--- config.mk ---
export PLATFORM = sky130hd
export DESIGN_NAME = video_sig_gen
export DESIGN_NICKNAME = d
export VERILOG_FILES = /design/src/rtl/video_sig_gen.sv
export SDC_FILE = /design/constraint.sdc
export NUM_CORES = 1
export LEC_CHECK = 0
export BUFFER_PORTS_ARGS = -buffer_cell sky130_fd_sc_hd__buf_2
export CAP_MARGIN = 15
export CORE_MARGIN = 8
export CORE_UTILIZATION = 39
export DETAILED_ROUTE_END_ITERATION = 10
export PLACE_DENSITY = 0.57
export SYNTH_ARGS = -nofsm -noshare
export SYNTH_HDL_FRONTEND = slang
export SYNTH_SLANG_ARGS = --single-unit
--- constraint.sdc ---
create_clock -name clk_pixel_in -period 2.1 [get_ports clk_pixel_in]
set_clock_uncertainty 0.15 [all_clocks]
set_input_delay 0.42 -clock clk_pixel_in [delete_from_list [all_inputs] [get_ports clk_pixel_in]]
set_output_delay 0.42 -clock clk_pixel_in [all_outputs]
set_load 0.02 [all_outputs]
--- src/rtl/video_sig_gen.sv ---
// Raster timing generator: hcount/vcount, syncs, active-draw, new-frame pulse, frame count.
// Optional VSG_LINE_IRQ_EN adds a programmable one-cycle line interrupt.
module video_sig_gen #(
  parameter int ACTIVE_H      = 1280,
  parameter int H_FRONT_PORCH = 110,
  parameter int H_SYNC_WIDTH  = 40,
  parameter int H_BACK_PORCH  = 220,
  parameter int ACTIVE_V      = 720,
  parameter int V_FRONT_PORCH = 5,
  parameter int V_SYNC_WIDTH  = 5,
  parameter int V_BACK_PORCH  = 20,
  parameter int FPS           = 60
) (
  input  logic        clk_pixel_in,
  input  logic        rst_n_in,
`ifdef VSG_LINE_IRQ_EN
  input  logic [9:0]  line_match_in,
  output logic        line_irq_out,
`endif
  output logic [10:0] hcount_out,
  output logic [9:0]  vcount_out,
  output logic        hs_out,
  output logic        vs_out,
  output logic        ad_out,
  output logic        nf_out,
  output logic [5:0]  fc_out
);

  localparam int TOTAL_H = ACTIVE_H + H_FRONT_PORCH + H_SYNC_WIDTH + H_BACK_PORCH;
  localparam int TOTAL_V = ACTIVE_V + V_FRONT_PORCH + V_SYNC_WIDTH + V_BACK_PORCH;

  localparam logic [10:0] LP_H_LAST   = 11'(TOTAL_H - 1);
  localparam logic [9:0]  LP_V_LAST   = 10'(TOTAL_V - 1);
  localparam logic [10:0] LP_H_ACT    = 11'(ACTIVE_H);
  localparam logic [9:0]  LP_V_ACT    = 10'(ACTIVE_V);
  localparam logic [10:0] LP_HS_START = 11'(ACTIVE_H + H_FRONT_PORCH);
  localparam logic [10:0] LP_HS_END   = 11'(ACTIVE_H + H_FRONT_PORCH + H_SYNC_WIDTH);
  localparam logic [9:0]  LP_VS_START = 10'(ACTIVE_V + V_FRONT_PORCH);
  localparam logic [9:0]  LP_VS_END   = 10'(ACTIVE_V + V_FRONT_PORCH + V_SYNC_WIDTH);
  localparam logic [5:0]  LP_FC_LAST  = 6'(FPS - 1);

  logic [1:0]  r_rst_sync;
  logic        w_rst_n;
  logic [10:0] r_hcount;
  logic [9:0]  r_vcount;
  logic        r_hs;
  logic        r_vs;
  logic        r_ad;
  logic        r_nf;
  logic [5:0]  r_fc;
  logic [10:0] w_h_nxt;
  logic [9:0]  w_v_nxt;
  logic        w_h_wrap;
  logic        w_nf_nxt;

  // Assertion propagates immediately; release is delayed two pixel clocks.
  always_ff @(posedge clk_pixel_in or negedge rst_n_in) begin
    if (!rst_n_in) begin
      r_rst_sync <= 2'b00;
    end else begin
      r_rst_sync <= {r_rst_sync[0], 1'b1};
    end
  end

  assign w_rst_n  = r_rst_sync[1];
  assign w_h_wrap = (r_hcount == LP_H_LAST);
  assign w_h_nxt  = w_h_wrap ? 11'd0 : r_hcount + 11'd1;
  assign w_v_nxt  = !w_h_wrap ? r_vcount :
                    (r_vcount == LP_V_LAST) ? 10'd0 : r_vcount + 10'd1;
  assign w_nf_nxt = (w_h_nxt == LP_H_ACT) && (w_v_nxt == LP_V_ACT);

  // Flags decode the next-state counters so they land with the coordinates they describe.
  always_ff @(posedge clk_pixel_in or negedge w_rst_n) begin
    if (!w_rst_n) begin
      r_hcount <= LP_H_LAST;
      r_vcount <= LP_V_LAST;
      r_hs     <= 1'b0;
      r_vs     <= 1'b0;
      r_ad     <= 1'b0;
      r_nf     <= 1'b0;
      r_fc     <= 6'd0;
    end else begin
      r_hcount <= w_h_nxt;
      r_vcount <= w_v_nxt;
      r_hs     <= (w_h_nxt >= LP_HS_START) && (w_h_nxt < LP_HS_END);
      r_vs     <= (w_v_nxt >= LP_VS_START) && (w_v_nxt < LP_VS_END);
      r_ad     <= (w_h_nxt < LP_H_ACT) && (w_v_nxt < LP_V_ACT);
      r_nf     <= w_nf_nxt;
      if (w_nf_nxt) begin
        r_fc <= (r_fc == LP_FC_LAST) ? 6'd0 : r_fc + 6'd1;
      end
    end
  end

`ifdef VSG_LINE_IRQ_EN
  logic r_line_irq;

  // Out-of-range match values simply never equal a legal line number.
  always_ff @(posedge clk_pixel_in or negedge w_rst_n) begin
    if (!w_rst_n) begin
      r_line_irq <= 1'b0;
    end else begin
      r_line_irq <= (w_h_nxt == 11'd0) && (w_v_nxt == line_match_in);
    end
  end

  assign line_irq_out = r_line_irq;
`endif

  assign hcount_out = r_hcount;
  assign vcount_out = r_vcount;
  assign hs_out     = r_hs;
  assign vs_out     = r_vs;
  assign ad_out     = r_ad;
  assign nf_out     = r_nf;
  assign fc_out     = r_fc;

endmodule
==> metrics.txt, run 1 <==
share of flip-flops with an asynchronous set or reset after synthesis=1.000; Post-route DRC=0; number of synthesized flops with an enable pin=0; Syn Area/Cell=between 9 and 10 um^2; final cell count without fillers=389; total wire length after detailed routing=5769 um; minimum clock period after layout=2.527 ns; post-synthesis to final-layout area growth=62.88%; switching fraction of total power=0.1886; clock tree from TritonCTS=yes; TritonCTS Sinks=33; number of max-capacitance violations reported=0; worst path cell trace=ha_2, and3_4, nand3_1, nor3_2, xor2_1, and4bb_2, buf_4, and3_4, o22a_1; number of nets with antenna violations after routing=0; GPL Wtd Cong=0.8914; Gate Count Post-Synth=~200; Worst Hold Class=flop to async pin; Die W=~87 um; number of buffers between clock root and the deepest sink=2; clock network fraction of total power=0.522; number of vias in the routed layout=just under 2k; n_diodes=0; combinational group share of total power=0.010; #FFs+latches synth=33; fraction of layout instances using a drive strength above 1=0.5925; post-synth net total=209; count of input and output buffers=32; total of warnings raised by yosys=0; cell types with the largest area share after synthesis=sky130_fd_sc_hd__dfrtp_1 (25%), sky130_fd_sc_hd__dfstp_2 (17%), sky130_fd_sc_hd__nand2_1 (3.2%); wire length of the first global-routing pass=9266 um; slew margin rel.=0.6365; HPWL after DPL=around 4300 um; I/O pins=33; Final Instance Area=3212 um^2; Critical Path Fanout Max=6; initial detailed-routing violation count=76; Core Area=around 5000 um^2; cell seen most often among critical-path stages=sky130_fd_sc_hd__and3_4; maximum vdd ir drop=0.4219 mV; post-synth top area share=0.2538; P_leak=1.502 nW; internal portion of total power=0.001116 W; library cell used as clock root buffer=sky130_fd_sc_hd__clkbuf_8; commonest non-fill, non-tap cell in the layout=sky130_fd_sc_hd__buf_4; Pre-antenna DRT Iters=4; Global Route Usage Sum=0.1539; # H-tree levels=2; cts bufs inserted=5; cell total after placement=368; global route overflow=0; sw power=between 0.0002 and 0.0003 W; post-synthesis instance area=1972 um^2; setup repair after global routing missed its margin=true; clock-pin slew reported for the worst setup and hold paths after clock tree synthesis=0.07 ns; achievable frequency=395.7 MHz; Placement Rows=26; number of buffers and inverters on the critical path=1; via density per instance=5.105; CP max stage delay=0.60 ns; average detailed-routed wire length per instance=14.83 um; CP max-delay cell=sky130_fd_sc_hd__dfstp_2; instance area at placement=2818 um^2; Layout Nets=325; required time of the worst setup path=2.12 ns; Die Height=87.11 um; initial antenna violation count=0; arrival time worst endpoint=about 2.6 ns; Initial Utilization=0.3962; max-slew violations=0; Crit path max-delay family=simple AND/OR/NAND/NOR gates; Setup TNS=-3.148 ns; Layout fillers=403; latest clock arrival within the worst-skew pair=0.29 ns; number of global-route vias before repair=1,940; top library cells by usage in the layout, fill and taps aside=sky130_fd_sc_hd__buf_4 (74), sky130_fd_sc_hd__buf_2 (32), sky130_fd_sc_hd__dfrtp_1 (19), sky130_fd_sc_hd__nand2_1 (16), sky130_fd_sc_hd__nor2_1 (14); die outline area=7587 um^2; total power density per cell area=428.1 nW/um^2; top flip-flop cell by instance count after synthesis=sky130_fd_sc_hd__dfrtp_1; share of total power in sequential cells=0.468; Tcrit/Tclk final=1.203; Setup Crit Path Kind=flop to flop; kind of start point of the critical path=flop; violations in the final reports=negative setup slack; setup ws final=-0.4270 ns; Final setup viols=9; number of hold violations in the final report=0; top cell type by total area after synthesis=sky130_fd_sc_hd__dfrtp_1; transition time of the tightest slew-check pin=roughly 0.55 ns; sequential element share of the synthesized area=0.4270; Critical Path End Type=flop; Power Total=0.001375 W; Cell variety after synth=53; maximum number of pins on one net before global-route repair=21; result of the run=finished, violations left
[worst reg2reg max path, cell delays in order (launching register included)]
cell	delay [ns]
sky130_fd_sc_hd__dfstp_2	0.60
sky130_fd_sc_hd__ha_2	0.20
sky130_fd_sc_hd__and3_4	0.21
sky130_fd_sc_hd__nand3_1	0.11
sky130_fd_sc_hd__nor3_2	0.14
sky130_fd_sc_hd__xor2_1	0.23
sky130_fd_sc_hd__and4bb_2	0.30
sky130_fd_sc_hd__buf_4	0.15
sky130_fd_sc_hd__and3_4	0.14
sky130_fd_sc_hd__o22a_1	0.19
[sequential cells by signal, summed over array words and instances (netlist names)]
signal      cells
r_rst_sync      2
vs_out          1
hcount_out     11
ad_out          1
vcount_out     10
nf_out          1
fc_out          6
hs_out          1
[layout make-up]
class,count,area (um^2),area share
tap,70,87.58,0.02727
timing repair buffer,116,843.3,0.2626
multi-input combinational,154,1274,0.3966
clock buffer,5,68.82,0.02143
clock inverter,3,65.06,0.02026
inverter,8,30.03,0.009349
sequential,33,843.3,0.2626
[metrics by stage]
stage | utilization | hold WS (ns) | setup WS [ns]
3_5_place_dp | 0.5661 | 0.05928 | -0.4661
5_1_grt | 0.6453 | 0.1320 | -0.5213
3_3_place_gp | 0.5661 | 0.05727 | -0.4294
2_1_floorplan | - | -0.02559 | -0.4896
6_report | 0.6453 | 0.07866 | -0.4270
4_1_cts | 0.6094 | 0.09091 | -0.4224
[power groups by stage]
stage	sequential (W)	combinational, W	clock (W)
floorplan	0.000658	0.000000155	0
global placement	0.000655	0.0000128	0
detailed placement	0.000655	0.0000129	0
CTS	0.000644	0.0000143	0.000733
global route	0.000644	0.0000159	0.000755
finish	0.000643	0.0000136	0.000718
[path summary, 6_finish.rpt]
kind	startpoint	endpoint	slack, ns	cells after the start
min in group clk_pixel_in	r_rst_sync[0]	r_rst_sync[1]	0.20	0
hold / removal	r_rst_sync[1]	vs_out	0.08	0
hold reg to reg	r_rst_sync[1]	vs_out	0.08	0
max in group asynchronous	r_rst_sync[1]	hcount_out[10]	1.15	1
setup reg to reg	vcount_out[0]	fc_out[3]	-0.43	9
setup / recovery	vcount_out[0]	fc_out[3]	-0.43	9
[what timing repair did]
action / CTS / global route
hold buffers: 1 / 0
hold endpoints to repair: 2 / 0
endpoints found under the setup margin: 10 / 10
setup buffers: 3 / 10
resized for setup: 13 / 24
pin swaps: 7 / 7
[cells by family after synthesis]
logic type | count (synthesis) | synth area share
AND/OR/NAND/NOR | 89 | 0.2671
AO/OA/AOI/OAI | 46 | 0.1656
flip-flops | 33 | 0.4270
buffers and inverters | 15 | 0.03807
XOR/XNOR | 8 | 0.03553
adder cells (fa/ha/maj) | 5 | 0.03173
multiplexers | 5 | 0.03299
other | 1 | 0.001902
[synth_stat cells, drive strengths merged, types with 3 or more instances]
master and instances:
dfrtp 20, nand3 11, clkbuf 3, mux2 3, a21oi 8, a31oi 6
a41oi 3, and4bb 4, and2 5, xor2 4, buf 4, nand2 19
and3 10, nand3b 3, nor2 14, inv 8, o21ai 9, nor3 9
o31ai 5, xnor2 4, dfstp 13, ha 5
[routing by layer]
layer  vias up  part of all wire  track usage
met3         9             0.030      0.02642
li1        968                 -            -
met2        42              0.48       0.2477
met1       967              0.47       0.2010
met5         -                 0            0
met4         0             0.012      0.05469
Power figures use the tool's default switching activity.
==> run 2, diff against run 1 <==
--- a/config.mk
+++ b/config.mk
@@ -7,10 +7,13 @@
 export LEC_CHECK = 0
 export BUFFER_PORTS_ARGS = -buffer_cell sky130_fd_sc_hd__buf_2
 export CAP_MARGIN = 15
+export CELL_PAD_IN_SITES_DETAIL_PLACEMENT = 0
+export CELL_PAD_IN_SITES_GLOBAL_PLACEMENT = 1
 export CORE_MARGIN = 8
 export CORE_UTILIZATION = 39
 export DETAILED_ROUTE_END_ITERATION = 10
-export PLACE_DENSITY = 0.57
+export PLACE_DENSITY = 0.71
+export SETUP_SLACK_MARGIN = 0.4
 export SYNTH_ARGS = -nofsm -noshare
 export SYNTH_HDL_FRONTEND = slang
 export SYNTH_SLANG_ARGS = --single-unit
==> metrics.txt, run 2 (synthesis gave the netlist of run 1 again) <==
result of the run=finished, violations left; violations in the final reports=negative setup slack; Setup Crit Path Kind=flop to flop; number of buffers and inverters on the critical path=1 (unchanged); average detailed-routed wire length per instance=17.42 um (+17%); wire length of the first global-routing pass=11,020 um (+19%); Worst Hold Class=flop to async pin; Global Route Usage Sum=0.1859 (+0.03208); latest clock arrival within the worst-skew pair=0.30 ns (about the same); commonest non-fill, non-tap cell in the layout=sky130_fd_sc_hd__buf_4; CP max-delay cell=sky130_fd_sc_hd__dfstp_2; achievable frequency=383.9 MHz (-3.0%); count of input and output buffers=32 (unchanged); maximum number of pins on one net before global-route repair=32 (+52%); fraction of layout instances using a drive strength above 1=0.6549 (+0.06239); n_diodes=0 (unchanged); Post-route DRC=0 (unchanged); number of nets with antenna violations after routing=0 (unchanged); initial detailed-routing violation count=119 (+57%); Tcrit/Tclk final=1.240 (+0.03701); Final setup viols=12 (+3); Layout fillers=351 (-13%); final cell count without fillers=409 (+5.1%); HPWL after DPL=4466 um (+4.9%); number of max-capacitance violations reported=0 (unchanged); Placement Rows=26 (unchanged); Die Height=87.11 um (unchanged); total wire length after detailed routing=7124 um (+23%); number of flip-flops under the largest register name=11 (unchanged); via density per instance=5.284 (+3.5%); TritonCTS Sinks=33 (unchanged); Critical Path Fanout Max=8 (+2); Post-Route Utilization=0.7376 (+0.09226); GPL Wtd Cong=0.8528 (-4.3%); die outline area=7587 um^2 (unchanged); minimum clock period after layout=2.605 ns (+0.07771 ns); Core Area=4977 um^2 (unchanged); clock tree from TritonCTS=yes; number of hold violations in the final report=0 (unchanged); library cell used as clock root buffer=sky130_fd_sc_hd__clkbuf_8; I/O pins=33 (unchanged); number of buffers between clock root and the deepest sink=2 (unchanged); top library cells by usage in the layout, fill and taps aside=sky130_fd_sc_hd__buf_4 (71), sky130_fd_sc_hd__buf_6 (39), sky130_fd_sc_hd__buf_2 (23), sky130_fd_sc_hd__dfrtp_1 (19), sky130_fd_sc_hd__nand2_1 (15); Pre-antenna DRT Iters=4 (unchanged); Initial Utilization=0.3962 (unchanged); combined area of the multi-input logic cells=1466 um^2 (+15%); cell total after placement=372 (+1.1%); setup ws final=-0.5048 ns (-0.07771 ns); # H-tree levels=2 (unchanged); CP max stage delay=0.60 ns (about the same); Post-Place Setup Slack=-0.4856 ns (-0.01944 ns); initial antenna violation count=0 (unchanged); number of global-route vias before repair=2,243 (+16%); kind of start point of the critical path=flop; post-synthesis to final-layout area growth=86.17%; Crit path max-delay family=simple AND/OR/NAND/NOR gates; global route overflow=0 (unchanged); required time of the worst setup path=2.13 ns (about the same); arrival time worst endpoint=2.64 ns (+0.09 ns); max-slew violations=0 (unchanged); total power density per cell area=355.2 nW/um^2 (-17%); Critical Path End Type=flop; number of vias in the routed layout=2,161 (+8.8%); Layout Nets=345 (+6.2%); Die W=87.11 um (unchanged); maximum vdd ir drop=0.3259 mV (-23%); clock-pin slew reported for the worst setup and hold paths after clock tree synthesis=0.07 ns (about the same); cts bufs inserted=5 (unchanged); P_leak=1.700 nW (+13%); worst path cell trace=ha_4, and2_4, and3_4, buf_6, and3_1, o21a_1, and4bb_4, nand3_4, mux2_4; setup repair after global routing missed its margin=true; total area of sequential cells=843.3 um^2 (unchanged)
==> run 2: cell count changes in the layout (fill, tap and decap cells not counted), sizes merged <==
cell / change
bufinv: -1
clkbuf: +2
clkinv: -1
buf: +20
==> run 2: final timing paths <==
check	slack, ns	startpoint	cells past startpoint	endpoint
min in group clk_pixel_in	0.22	r_rst_sync[0]	0	r_rst_sync[1]
worst min-delay path	0.14	r_rst_sync[1]	1	fc_out[2]
max in group asynchronous	1.33	r_rst_sync[1]	1	hcount_out[10]
worst max register to register	-0.50	hcount_out[0]	9	fc_out[2]
worst min register to register	0.14	r_rst_sync[1]	1	fc_out[2]
worst max-delay path	-0.50	hcount_out[0]	9	fc_out[2]
==> run 2: metrics by stage <==
stage	instance area [um^2]	setup TNS (ns)	hold slack, ns	power (W)
final	3671	-3.995	0.1358	0.001304
after global routing	3671	-5.073	0.1676	0.001340
after CTS	3440	-3.216	0.1448	0.001308
after detailed placement	2867	-3.372	0.06327	0.0006664
after global placement	2867	-3.006	0.05542	0.0006650
after floorplan	2126	-3.249	-0.02559	0.0006583
==> run 2: final cells by class <==
cell class              instances  area share
inverters                       8    0.008180
clock inverters                 1    0.008180
clock buffers                   7     0.02352
repair buffers                136      0.3071
flip-flops and latches         33      0.2297
well taps                      70     0.02386
multi-input cells             154      0.3995
==> run 2: what timing repair did <==
action / 4_1_cts / 5_1_grt
setup endpoints to repair: 35 / 38
hold buffers: 1 / 0
gates resized for setup: 73 / 37
cloned: 0 / 0
pin swaps: 23 / 19
hold endpoints to repair: 2 / 0
setup buffers: 21 / 7
==> run 2: layer usage <==
metal / vias up / wire length, um / global-route usage
met1: 1057 / 2944 / 0.2145
met5: - / 0 / 0
met4: 0 / 165 / 0.05938
li1: 1016 / - / -
met2: 70 / 3633 / 0.3310
met3: 18 / 380 / 0.04057
==> run 2: where the power goes <==
group	internal, W	leakage, nW	switching (W)
combinational	0.00000312	1.24	0.0000134
sequential	0.000638	0.403	0.000000730
clock	0.000387	0.0585	0.000261
